<file path="src/rtl/jk_reg_pkg.sv">
// Purpose: mode encoding and mode type shared by the JK universal register slice.
// Latency: n/a (type/constant definitions only).
// Backpressure: n/a.
package jk_reg_pkg;

  localparam logic [2:0] MODE_HOLD   = 3'b000;
  localparam logic [2:0] MODE_JK     = 3'b001;
  localparam logic [2:0] MODE_LOAD   = 3'b010;
  localparam logic [2:0] MODE_SHL    = 3'b011;
  localparam logic [2:0] MODE_SHR    = 3'b100;
  localparam logic [2:0] MODE_CNT_UP = 3'b101;
  localparam logic [2:0] MODE_CNT_DN = 3'b110;
  localparam logic [2:0] MODE_CLR    = 3'b111;

  typedef enum logic [2:0] {
    HOLD   = MODE_HOLD,
    JK     = MODE_JK,
    LOAD   = MODE_LOAD,
    SHL    = MODE_SHL,
    SHR    = MODE_SHR,
    CNT_UP = MODE_CNT_UP,
    CNT_DN = MODE_CNT_DN,
    CLR    = MODE_CLR
  } jk_mode_t;

endpackage

</file>
<file path="src/rtl/jk_cell.sv">
// Purpose: single-bit JK flip-flop (00 hold, 01 clear, 10 set, 11 toggle).
// Latency: 1 clk from j/k to q; reset acts immediately.
// Backpressure: none, updates every rising edge.
// Ports: clk, reset (async, active-high), j, k in; q, qbar (= ~q at all times) out.
module jk_cell #(
  parameter logic RESET_VALUE = 1'b0
) (
  input  logic clk,
  input  logic reset,
  input  logic j,
  input  logic k,
  output logic q,
  output logic qbar
);

  always_ff @(posedge clk or posedge reset) begin
    if (reset) begin
      q <= RESET_VALUE;
    end else begin
      case ({j, k})
        2'b01:   q <= 1'b0;
        2'b10:   q <= 1'b1;
        2'b11:   q <= ~q;
        default: q <= q;
      endcase
    end
  end

  // Derived from q rather than stored, so it can never disagree with q.
  assign qbar = ~q;

endmodule

</file>
<file path="src/rtl/jk_universal_reg.sv">
// Purpose: WIDTH-bit universal register (hold/JK/load/shift/count/clear) built from JK cells.
// Latency: 1 clk from mode/data to q; tc is combinational from mode and q.
// Backpressure: none, an operation is applied on every rising edge.
// Ports: clk, reset (async, active-high), mode[2:0], j, k, load_data, serial_in in;
//        q, qbar, tc out. Macro JK_UNIVERSAL_REG_COUNT_EN enables CNT_UP/CNT_DN and tc;
//        without it those modes hold and tc is tied low.
module jk_universal_reg
  import jk_reg_pkg::*;
#(
  parameter int               WIDTH       = 8,
  parameter logic [WIDTH-1:0] RESET_VALUE = '0
) (
  input  logic             clk,
  input  logic             reset,
  input  logic [2:0]       mode,
  input  logic [WIDTH-1:0] j,
  input  logic [WIDTH-1:0] k,
  input  logic [WIDTH-1:0] load_data,
  input  logic             serial_in,
  output logic [WIDTH-1:0] q,
  output logic [WIDTH-1:0] qbar,
  output logic             tc
);

  jk_mode_t         mode_e;
  logic [WIDTH-1:0] cell_j;
  logic [WIDTH-1:0] cell_k;
  logic [WIDTH-1:0] shl_nxt;
  logic [WIDTH-1:0] shr_nxt;

  assign mode_e  = jk_mode_t'(mode);
  assign shl_nxt = {q[WIDTH-2:0], serial_in};
  assign shr_nxt = {serial_in, q[WIDTH-1:1]};

`ifdef JK_UNIVERSAL_REG_COUNT_EN
  // Ripple toggle enables: bit i flips when every lower bit is 1 (up) or 0 (down).
  logic [WIDTH-1:0] up_tog;
  logic [WIDTH-1:0] dn_tog;

  always_comb begin
    up_tog    = '0;
    dn_tog    = '0;
    up_tog[0] = 1'b1;
    dn_tog[0] = 1'b1;
    for (int i = 1; i < WIDTH; i++) begin
      up_tog[i] = up_tog[i-1] & q[i-1];
      dn_tog[i] = dn_tog[i-1] & ~q[i-1];
    end
  end

  assign tc = ((mode_e == CNT_UP) && (&q)) || ((mode_e == CNT_DN) && ~(|q));
`else
  assign tc = 1'b0;
`endif

  // Every mode is expressed as per-bit J/K pairs; a data value d maps to J=d, K=~d.
  always_comb begin
    cell_j = '0;
    cell_k = '0;
    case (mode_e)
      JK: begin
        cell_j = j;
        cell_k = k;
      end
      LOAD: begin
        cell_j = load_data;
        cell_k = ~load_data;
      end
      SHL: begin
        cell_j = shl_nxt;
        cell_k = ~shl_nxt;
      end
      SHR: begin
        cell_j = shr_nxt;
        cell_k = ~shr_nxt;
      end
`ifdef JK_UNIVERSAL_REG_COUNT_EN
      CNT_UP: begin
        cell_j = up_tog;
        cell_k = up_tog;
      end
      CNT_DN: begin
        cell_j = dn_tog;
        cell_k = dn_tog;
      end
`endif
      CLR: begin
        cell_k = '1;
      end
      default: begin
        cell_j = '0;
        cell_k = '0;
      end
    endcase
  end

  for (genvar i = 0; i < WIDTH; i++) begin : g_cell
    jk_cell #(
      .RESET_VALUE (RESET_VALUE[i])
    ) u_cell (
      .clk   (clk),
      .reset (reset),
      .j     (cell_j[i]),
      .k     (cell_k[i]),
      .q     (q[i]),
      .qbar  (qbar[i])
    );
  end

endmodule
</file>
<file path="config.mk">
export PLATFORM = sky130hd
export DESIGN_NAME = jk_universal_reg
export DESIGN_NICKNAME = d
export VERILOG_FILES = /design/src/rtl/jk_reg_pkg.sv /design/src/rtl/jk_cell.sv /design/src/rtl/jk_universal_reg.sv
export SDC_FILE = /design/constraint.sdc
export NUM_CORES = 1
export LEC_CHECK = 0
export ABC_AREA = 0
export CAP_MARGIN = 10
export CORE_UTILIZATION = 44
export CTS_CLUSTER_SIZE = 20
export DETAILED_ROUTE_END_ITERATION = 7
export GPL_TIMING_DRIVEN = 1
export PLACE_DENSITY = 0.95
export SLEW_MARGIN = 20
export SYNTH_ARGS = -nofsm -noshare
export SYNTH_HDL_FRONTEND = slang
export SYNTH_SLANG_ARGS = --single-unit
</file>
<file path="constraint.sdc">
create_clock -name clk -period 1.77 [get_ports clk]
set_input_delay 0.354 -clock clk [delete_from_list [all_inputs] [get_ports clk]]
set_output_delay 0.354 -clock clk [all_outputs]
set_load 0.005 [all_outputs]
</file>
==> impl_results.md <==
* Post-route ant nets at 0
* Worst EP required at between 1 and 1.5 ns
* Routed len/inst at 16.2 um
* Pint at 0.920 mW
* Clock transition at the registers of the reported paths at 0.06 ns
* CP Launch Type: register
* RSZ-0062 raised after global routing: no
* Drc violations at 0
* Flip-flop count of the largest register after layout at 8
* Post-CTS Setup Bufs at 0
* Iter 0 DRT Violations at 57
* CTS tree: done
* WS Path Type: reg -> out
* Max Cap Viol at 0
* Leak pwr at 0.585 nW
* Min-delay worst type: in -> async
* Fmax at 0.590 GHz
* Cell taking the most area after synthesis: dfrtp_1
* Top reg by flops: g_cell.u_cell.q
* Fin Setup TNS at 0 ns
* CTS sink count at 8
* Storage element area at 200 sq um
* Clock Skew at 0.00145 ns
* Unique masters post-synth at 23
* M2 GR Usage at 45.3%
* WL final at between 3000 and 4000 um
* Fin. max-slew vios at 0
* Compound-cell area share of the yosys netlist at roughly 34%
* Crit path DAT at 1.34 ns
* Status: finished, final reports clean
* PD cells at about 1100 nW/um^2
* XOR/XNOR Fraction of Synth Area at 0%
* Tot GR Track Use at 26.7%
* IO Pins at 47
* Core Footprint at 2040 sq um
* Critical R2R Capture: g_cell[3].u_cell.q$_DFFE_PP0P_
* Cell with the most instances after synthesis: buf_4
* Top-area cell type share of the netlist area at between 20% and 30%
* Warnings from Yosys at 0
* Initial Util at 49.0%
* Sequential Power Share at 30.7%
* Grt total ovfl at 0
* Die ar. at 2470 sq um
* Share of power burned in the clock network at 9.7%
* Vias in the first global route at ~1.1k
* Ranking of synthesized cells by area: dfrtp_1, buf_4, a21oi_1
* NumNets Final at 197
* Syn Inst Count at 131
* Post-synthesis adder-cell area fraction at 0%
* Dpl hpwl at 2340 um
* IO Port Bufs at 45
* Ys async rst share at 100%
* Comb pwr share at 59.6%
* Total power draw at 1.51 mW
* Die Y at 49.7 um
* Layer with the highest usage: met2
* Simple-gate share of the synthesized area at between 10% and 20%
* First-pass GRT wire length at 5110 um
* Synth Flop Type: dfrtp_1
* Post-route design area at 1420 sq um
* Post-synth EDFFs at 0
* Switching Power at 0.587 mW
* Die width at 49.7 um
* Layout cells sized above 1 at between 15 and 20%
* Final non-filler cell total at around 190
* Root buf cell: clkbuf_4
* Mapped Avg Cell Area at 7.64 sq um
* Rows at 16
* Post-synth top cells: buf_4, a21oi_1, inv_1
* Sw frac at roughly two fifths
* Post-cts resize count at 0
* Mapped cell area at 1000 sq um
* Biggest regs: g_cell.u_cell.q (8)
* Placed instance area at 1400 sq um
* Fin crit share at 95.7%
* Post-synthesis mux area share at 8.00%
* Clock Latency Late Sink at 0.26 ns
* CTS Buffer Depth at 2
* CTS Buf Count at 3
* Met3 Use GR at under 10%
* Antenna violations before repair at 0
* DR vias/cell at about 6
* Reg2reg setup slack at around 0.64 ns
* Fin. Hold Viols at 0
* Multi-input gate area in the final layout at 569 sq um
* DR vias at 1147
* FF-to-FF path depth at 4
* Post-synthesis sequential area ratio at 20.0%
* Cts hold-fix bufs at 0
* Largest family of logic cells by synthesized area: compound AO/OA/AOI/OAI gates
* Final min period at between 1.5 and 2 ns
* H-tree Lvls at 1
* Met1 Usage GRT at 32.4%
* DR pass1 iterations at 5
* Area Overhead vs Synth at 41.9%
* # setup viols final at 0
* Fillers at ~160
* R2R Path Start: g_cell[2].u_cell.q$_DFFE_PP0P_
* N_diodes at 0
* FF+latch count, synth at 8
* Placed Cells at between 150 and 200
* CP Max Fanout at 7
* Net Count, Synth at 161
* Crit. End Element: output pin
* VDD IR max at 0.572 mV
* Largest net degree at the start of global routing at 17
* GP Congestion at 0.906
==> layout make-up <==
| type | count | share of cell area (%) |
|---|---|---|
| clock buffer | 3 | 1.59 |
| inverter | 9 | 2.38 |
| multi-input combinational | 87 | 40.1 |
| sequential | 8 | 14.1 |
| tap | 27 | 2.38 |
| timing repair buffer | 58 | 39.5 |
==> worst max-delay path, stage by stage (launching register included) <==
cell and delay, ns:
dfrtp_1 0.46, inv_1 0.11, clkdlybuf4s50_1 0.51
==> worst max-delay path by stage <==
stage | slack, ns | start | end
2_1_floorplan | 0.49 | mode[1] | g_cell[0].u_cell.q$_DFFE_PP0P_
3_3_place_gp | -0.02 | mode[1] | g_cell[4].u_cell.q$_DFFE_PP0P_
3_5_place_dp | -0.10 | mode[1] | g_cell[3].u_cell.q$_DFFE_PP0P_
4_1_cts | 0.08 | g_cell[1].u_cell.q$_DFFE_PP0P_ | qbar[1]
5_1_grt | 0.02 | g_cell[1].u_cell.q$_DFFE_PP0P_ | qbar[1]
6_report | 0.08 | g_cell[1].u_cell.q$_DFFE_PP0P_ | qbar[1]
==> power by group through the flow <==
| stage | sequential [mW] | clock (mW) | combinational, mW |
|---|---|---|---|
| 6_report | 0.463 | 0.146 | 0.899 |
| 4_1_cts | 0.457 | 0.146 | 0.894 |
| 2_1_floorplan | 0.406 | 0 | 0.638 |
| 5_1_grt | 0.481 | 0.154 | 0.966 |
| 3_3_place_gp | 0.446 | 0 | 0.854 |
| 3_5_place_dp | 0.456 | 0 | 0.886 |
==> layer usage <==
metal / vias to the layer above / routed length [um]
li1: 517 / -
met1: 522 / 1160
met2: 90 / 1510
met3: 18 / 328
met4: 0 / 116
met5: - / 0
==> logic make-up after synthesis <==
group           after synthesis
compound gates               48
buf+inv                      36
simple gates                 30
mux                           8
flops                         8
other cells                   1
==> metrics by stage <==
stage / setup slack, ns / util (%) / hold WS [ns]
floorplan: 0.491 / - / 0.170
global placement: -0.0180 / 68.4 / 0.521
detailed placement: -0.103 / 68.4 / 0.526
CTS: 0.0777 / 69.5 / 0.367
global route: 0.0244 / 69.5 / 0.391
finish: 0.0762 / 69.5 / 0.351
==> cells in the final DEF, fill, tap and decap left out <==
master and count:
clkbuf_4 3, a22oi_2 3, o21ai_2 3, buf_12 1
o211ai_1 8, mux2i_1 8, conb_1 1, nand2_1 7
buf_4 12, nand2b_1 3, dfrtp_1 8, a2bb2oi_1 8
a21oi_1 16, nor2_2 1, nor2_1 8, clkdlybuf4s50_1 45
a22oi_1 5, and2_4 1, inv_1 9, o21ai_0 5
nor3_1 8, nor2b_1 1, nor3b_2 1
(Power assumes the default switching activity.)
